### src/rtl/rvv_backend_dispatch_raw_scoreboard.sv
// RAW scoreboard for RVV dispatch. Each vector register has a saturating count of
// outstanding writers, and an in-order prefix of the dispatch candidates is granted.
module rvv_backend_dispatch_raw_scoreboard #(
    parameter int NUM_VREG = 32,
    parameter int NUM_DP   = 4,
    parameter int NUM_RT   = 4,
    parameter int MAX_PEND = 7,
    parameter int V0_INDEX = 0,
    localparam int VIDX_W  = $clog2(NUM_VREG),
    localparam int CNT_W   = $clog2(MAX_PEND + 1)
) (
    input  logic                       clk,
    input  logic                       rst,
    input  logic                       flush,
    input  logic [NUM_DP-1:0]          dp_valid,
    input  logic [NUM_DP*VIDX_W-1:0]   dp_vs1_index,
    input  logic [NUM_DP*VIDX_W-1:0]   dp_vs2_index,
    input  logic [NUM_DP*VIDX_W-1:0]   dp_vd_index,
    input  logic [NUM_DP-1:0]          dp_vs1_valid,
    input  logic [NUM_DP-1:0]          dp_vs2_valid,
    input  logic [NUM_DP-1:0]          dp_vs3_valid,
    input  logic [NUM_DP-1:0]          dp_vm,
    input  logic [NUM_DP-1:0]          dp_vd_wr,
    output logic [NUM_DP-1:0]          dp_ready,
    input  logic [NUM_RT-1:0]          rt_valid,
    input  logic [NUM_RT*VIDX_W-1:0]   rt_w_index,
    output logic                       pend_any,
    output logic                       err_underflow
);

    localparam int SUM_W = CNT_W + 3;
    localparam logic [VIDX_W-1:0] V0_IDX = VIDX_W'(V0_INDEX);

    typedef logic [SUM_W-1:0] sum_t;

    logic [CNT_W-1:0]  cnt_q [NUM_VREG];
    logic [CNT_W-1:0]  cnt_d [NUM_VREG];
    logic              pend_any_q;
    logic              pend_any_d;
    logic              err_underflow_q;
    logic              err_underflow_d;
    logic [NUM_DP-1:0] haz;
    logic [NUM_DP-1:0] full;
    logic [NUM_DP-1:0] grant;

    // Hazard, capacity and in-order grant; chain drops to 0 at the first blocked lane.
    always_comb begin : grant_logic
        logic              chain;
        logic [VIDX_W-1:0] vs1;
        logic [VIDX_W-1:0] vs2;
        logic [VIDX_W-1:0] vd;
        logic [VIDX_W-1:0] wvd;
        logic              rd1;
        logic              rd2;
        logic              rd3;
        logic              rdm;
        sum_t              older;
        chain = 1'b1;
        haz   = '0;
        full  = '0;
        grant = '0;
        for (int i = 0; i < NUM_DP; i++) begin
            vs1 = dp_vs1_index[i*VIDX_W +: VIDX_W];
            vs2 = dp_vs2_index[i*VIDX_W +: VIDX_W];
            vd  = dp_vd_index[i*VIDX_W +: VIDX_W];
            rd1 = dp_vs1_valid[i];
            rd2 = dp_vs2_valid[i];
            rd3 = dp_vs3_valid[i];
            rdm = ~dp_vm[i];
            if ((rd1 && cnt_q[vs1] != '0) || (rd2 && cnt_q[vs2] != '0) ||
                (rd3 && cnt_q[vd] != '0)  || (rdm && cnt_q[V0_IDX] != '0)) begin
                haz[i] = 1'b1;
            end
            older = '0;
            for (int j = 0; j < NUM_DP; j++) begin
                wvd = dp_vd_index[j*VIDX_W +: VIDX_W];
                if (j < i && dp_valid[j] && dp_vd_wr[j]) begin
                    if ((rd1 && vs1 == wvd) || (rd2 && vs2 == wvd) ||
                        (rd3 && vd == wvd)  || (rdm && wvd == V0_IDX)) begin
                        haz[i] = 1'b1;
                    end
                    if (wvd == vd) begin
                        older = older + sum_t'(1);
                    end
                end
            end
            full[i]  = dp_vd_wr[i] && ((sum_t'(cnt_q[vd]) + older) >= sum_t'(MAX_PEND));
            grant[i] = chain && dp_valid[i] && !haz[i] && !full[i];
            chain    = grant[i];
        end
    end

    // Net per-register update; a negative result saturates at zero and flags underflow.
    always_comb begin : next_state
        sum_t inc;
        sum_t dec;
        sum_t sum;
        cnt_d           = cnt_q;
        err_underflow_d = err_underflow_q;
        pend_any_d      = 1'b0;
        for (int r = 0; r < NUM_VREG; r++) begin
            inc = '0;
            dec = '0;
            for (int i = 0; i < NUM_DP; i++) begin
                if (grant[i] && dp_vd_wr[i] &&
                    dp_vd_index[i*VIDX_W +: VIDX_W] == VIDX_W'(r)) begin
                    inc = inc + sum_t'(1);
                end
            end
            for (int k = 0; k < NUM_RT; k++) begin
                if (rt_valid[k] && rt_w_index[k*VIDX_W +: VIDX_W] == VIDX_W'(r)) begin
                    dec = dec + sum_t'(1);
                end
            end
            sum = sum_t'(cnt_q[r]) + inc;
            if (sum < dec) begin
                cnt_d[r]        = '0;
                err_underflow_d = 1'b1;
            end else begin
                cnt_d[r] = CNT_W'(sum - dec);
            end
        end
        if (flush) begin
            for (int r = 0; r < NUM_VREG; r++) begin
                cnt_d[r] = '0;
            end
            err_underflow_d = err_underflow_q;
        end
        for (int r = 0; r < NUM_VREG; r++) begin
            if (cnt_d[r] != '0) begin
                pend_any_d = 1'b1;
            end
        end
    end

    always_ff @(posedge clk or posedge rst) begin
        if (rst) begin
            for (int r = 0; r < NUM_VREG; r++) begin
                cnt_q[r] <= '0;
            end
            pend_any_q      <= 1'b0;
            err_underflow_q <= 1'b0;
        end else begin
            cnt_q           <= cnt_d;
            pend_any_q      <= pend_any_d;
            err_underflow_q <= err_underflow_d;
        end
    end

    assign dp_ready      = grant;
    assign pend_any      = pend_any_q;
    assign err_underflow = err_underflow_q;

endmodule

### config.mk
export PLATFORM = sky130hd
export DESIGN_NAME = rvv_backend_dispatch_raw_scoreboard
export DESIGN_NICKNAME = d
export VERILOG_FILES = /design/src/rtl/rvv_backend_dispatch_raw_scoreboard.sv
export SDC_FILE = /design/constraint.sdc
export NUM_CORES = 1
export LEC_CHECK = 0
export CAP_MARGIN = 10
export CORE_AREA = 10 10 166 283
export DETAILED_ROUTE_END_ITERATION = 6
export DIE_AREA = 0 0 176 293
export GPL_ROUTABILITY_DRIVEN = 0
export PLACE_DENSITY = 0.91
export SLEW_MARGIN = 20
export SYNTH_ARGS = -nofsm -noshare
export SYNTH_HDL_FRONTEND = slang
export SYNTH_SLANG_ARGS = --single-unit
### constraint.sdc
create_clock -name clk -period 9.3 [get_ports clk]
set_clock_uncertainty 0.1 [all_clocks]
set_input_delay 1.86 -clock clk [delete_from_list [all_inputs] [get_ports clk]]
set_output_delay 1.86 -clock clk [all_outputs]
set_load 0.01 [all_outputs]
==> results of run 1 <==
-- logic make-up after synthesis --
kind of cell / share of synthesized area (%)
AO/OA/AOI/OAI: 8.900
other: 0.01390
flip-flops: 9.090
AND/OR/NAND/NOR: 22.53
adder cells (fa/ha/maj): 23.17
XOR/XNOR: 11.30
buffers and inverters: 7.314
multiplexers: 17.68
-- per-layer routing --
layer  GRT overflow  global-route usage (%)
met3            129                   75.82
met5              8                   56.24
met2            944                   99.61
met4            423                   87.03
met1            129                   81.76
-- through the flow --
stage	hold WS [ns]	instances	area (um^2)	setup TNS (ns)
after CTS	0.4486	4405	33290	-0.2097
after detailed placement	0.4244	4372	32560	-9.367
after floorplan	0.4134	3327	27290	0
after global placement	0.4258	4372	32560	-1.693
-- repair_timing --
| action | in CTS |
|---|---|
| setup endpoints to repair | 7 |
| endpoints found under the hold margin | 0 |
| buffers inserted | 16 |
| gates resized for setup | 91 |
| gates cloned | 1 |
| pin swaps | 42 |
==> run metrics, run 1 <==
status=aborted with a tool error; stage reached=5_1_grt; First Error=[ERROR GRT-0116] Global routing finished with congestion. Check the congestion regions in the DRC Viewer.; Syn. warnings=0; H-tree levels=3; post-synth top area share=18.27%; commonest cells in the netlist=ha_1 (394), inv_1 (321), nor2_1 (319), nand2_1 (234), mux2i_1 (196); row cnt=100; Cells after Synth=3296; Area contributors post-synth=ha_1 (18%), dfrtp_1 (9.1%), mux4_2 (8.8%); Placement Setup Slack=-1.547 ns; # IOs=117; most frequent cell after synthesis=ha_1; Starting Density=63.79%; Die X=176 um; total CTS buffers=9; pin count of the biggest net entering global routing=65; FF+latch count, synth=98; Die H=293 um; clk buf depth=2; Synth Flop Type=dfrtp_1; Seq/Total Area, Yosys=9.090%; Post-synth EDFFs=0; Yosys top cell by area=ha_1; Post-Syn Area=0.02698 mm^2; grt ovf=1633; clock root cell=clkbuf_16; first-pass GRT wire length=326700 um; hpwl dp=109800 um; IO buf count=116; Cell variety after synth=86; Avg Cell Area, Syn=8.185 um^2; vias in the first global route=42060; CTS Sinks=98; ys async rst share=100.0%; cts hold-fix bufs=0; GR Util All Layers=85.68%
==> inputs of run 2 (changes only) <==
--- a/config.mk
+++ b/config.mk
@@ -6,11 +6,11 @@
 export NUM_CORES = 1
 export LEC_CHECK = 0
 export CAP_MARGIN = 10
-export CORE_AREA = 10 10 166 283
+export CORE_AREA = 10 10 271 273
 export DETAILED_ROUTE_END_ITERATION = 6
-export DIE_AREA = 0 0 176 293
+export DIE_AREA = 0 0 281 283
 export GPL_ROUTABILITY_DRIVEN = 0
-export PLACE_DENSITY = 0.91
+export PLACE_DENSITY_LB_ADDON = 0.15
 export SLEW_MARGIN = 20
 export SYNTH_ARGS = -nofsm -noshare
 export SYNTH_HDL_FRONTEND = slang
==> run metrics, run 2 <==
first-pass GRT wire length=184100 um; CP Class=in -> reg; Die X=281 um (+60%); grt ovf=0; share of cells above drive strength 1=23.55%; post-layout instance area=0.03407 mm^2; FF+latch count, synth=98 (unchanged); GR Util All Layers=30.75%; nature of the critical path startpoint=input port; CTS Sinks=98 (unchanged); PD cells=52.51 mW/mm^2; Hold WS=0.3797 ns; Hold/Removal Path Class=reg -> reg; drt pass-1 iters=7; max_cap viols=0; Synth Flop Type=dfrtp_1; max FFs per register=96; commonest cells in the netlist=ha_1 (394), inv_1 (321), nor2_1 (319), nand2_1 (234), mux2i_1 (196); Area contributors post-synth=ha_1 (18%), dfrtp_1 (9.1%), mux4_2 (8.8%); Avg Vias per Cell=5.999; final WL=125800 um; initial antenna violation count=5; Lkg Pwr=16.54 nW; Top reg by flops=cnt_q; Worst EP required=9.47 ns; Post-DRT Antenna Nets=0; Worst Tran Pin Value=1.214 ns; most frequent cells in the layout=buf_4 (588), ha_1 (382), inv_1 (318); Arr. time, crit path=9.72 ns; Worst-path clk slew=0.07 ns; Seq/Total Area, Yosys=9.090% (unchanged); row cnt=96 (-4.0%); failing checks=negative setup slack; routed len/inst=26.35 um; TritonCTS clock tree=yes; Slew Limit Headroom=18.43%; crit path time final=9.549 ns; Post-synth EDFFs=0 (unchanged); endpoint class of the critical path=register; post-place instance area=0.03332 mm^2 (+2.3%); fill count=6498; Final Hold Fails=0; hpwl dp=102700 um (-6.5%); H-tree levels=3 (unchanged); slack of the critical path=-0.2492 ns; Die H=283 um (-3.4%); worst vdd ir=0.08241 mV; status=complete, but fails checks; Crit path largest cell delay=0.59 ns; Final #Nets=4458; pin count of the biggest net entering global routing=63; total die area=0.07952 mm^2; most frequent cell after synthesis=ha_1; Yosys top cell by area=ha_1; drc violations=0; vias in the first global route=28740; core footprint=0.06811 mm^2; max frequency=0.1047 GHz; most common cell after layout, fill and taps aside=buf_4; DR vias=28640; clk buf depth=2 (unchanged); post-synth top area share=18.27% (unchanged); CP max-delay cell=clkdlybuf4s50_1; final worst-path cycle share=102.7%; Post-Syn Area=0.02698 mm^2 (unchanged); Starting Density=39.61% (-24 points); Cell variety after synth=86 (unchanged); final setup vio count=1; Cells after Synth=3296 (unchanged); drt initial violations=3356; Tot Pwr=0.001789 W; ys async rst share=100.0% (unchanged); Avg Cell Area, Syn=8.185 um^2 (unchanged); # IOs=117 (unchanged); Syn. warnings=0 (unchanged); CP max FO=7; IO buf count=116 (unchanged); clock root cell=clkbuf_16; area delta synth->final=26.31%; RSZ-0062 raised after global routing=true; Final Slew Violations=0; total CTS buffers=9 (unchanged); worst-skew pair later-pin latency=0.39 ns
## run 2: cell counts after synthesis
Identical to the previous run, type by type.
## run 2: per-layer routing
layer,part of all wire (%),global-route usage [%]
met1,39,37.86
met2,43,47.91
met3,10,6.872
met4,7.4,19.45
met5,0.021,0
## run 2: cells by family (layout without fill, tap and decap cells)
| kind of cell | after synthesis | after routing | share of synthesized area, % |
|---|---|---|---|
| simple gates | 1206 | 1206 | 22.53 |
| buf+inv | 496 | 1058 | 7.314 |
| fa+ha+maj | 460 | 460 | 23.17 |
| compound gates | 348 | 348 | 8.900 |
| xor+xnor | 348 | 348 | 11.30 |
| mux | 339 | 339 | 17.68 |
| flops | 98 | 98 | 9.090 |
| other cells | 1 | 35 | 0.01390 |
## run 2: path summary, 6_finish.rpt
check                                                from  cells past startpoint                        end  slack [ns]
min in group asynchronous                             rst                      2  err_underflow$_DFFE_PP0P_        1.76
worst min-delay path            err_underflow$_DFFE_PP0P_                      1  err_underflow$_DFFE_PP0P_        0.38
worst max-delay path                          dp_valid[0]                     37         pend_any$_DFF_PP0_       -0.25
max in group asynchronous                             rst                      3        cnt_q[21]$_DFF_PP0_        6.05
worst min register to register  err_underflow$_DFFE_PP0P_                      1  err_underflow$_DFFE_PP0P_        0.38
worst max register to register        cnt_q[66]$_DFF_PP0_                     34         pend_any$_DFF_PP0_        1.29
## run 2: worst max-delay path: cells and delay by family
family | cells | cell delay (ns)
adder cells (fa/ha/maj) | 6 | 1.93
buffers and inverters | 10 | 1.67
XOR/XNOR | 2 | 0.35
AND/OR/NAND/NOR | 12 | 2.63
AO/OA/AOI/OAI | 6 | 0.95
multiplexers | 1 | 0.29
## run 2: area by class of cell
| type | count | area [um^2] | share of cell area (%) |
|---|---|---|---|
| Timing Repair Buffer | 722 | 5851 | 17.17 |
| Clock buffer | 10 | 229.0 | 0.6720 |
| Multi-Input combinational cell | 2733 | 23150 | 67.94 |
| Sequential cell | 98 | 2452 | 7.197 |
| Antenna cell | 3 | 7.507 | 0.02203 |
| Clock inverter | 3 | 67.56 | 0.1983 |
| Tap cell | 882 | 1104 | 3.239 |
| Inverter | 323 | 1215 | 3.566 |
## run 2: metrics by stage
step                instances  setup TNS, ns  setup WS [ns]  utilization, %
finish                   4774        -0.2492        -0.2492           50.03
floorplan                3327              0       0.005750               -
global route             4771        -0.5273        -0.4889           50.02
detailed placement       4748         -2.421         -1.127           48.92
CTS                      4770        -0.1335        -0.1335           49.83
global placement         4748         -1.508         -1.094           48.92
## run 2: power by group
part / total, W / leakage [nW] / switching, W / internal (W)
sequential: 0.000458 / 1.35 / 0.0000228 / 0.000435
clock: 0.000419 / 0.141 / 0.000187 / 0.000231
combinational: 0.000912 / 15.0 / 0.000529 / 0.000384
## run 2: timing repair
item | in CTS | in global routing
pin swaps | 39 | 2
gates resized for setup | 66 | 27
hold buffers | 0 | 0
setup buffers | 9 | 1
setup endpoints to repair | 2 | 2
endpoints found under the hold margin | 0 | 0
(Power assumes the default switching activity.)
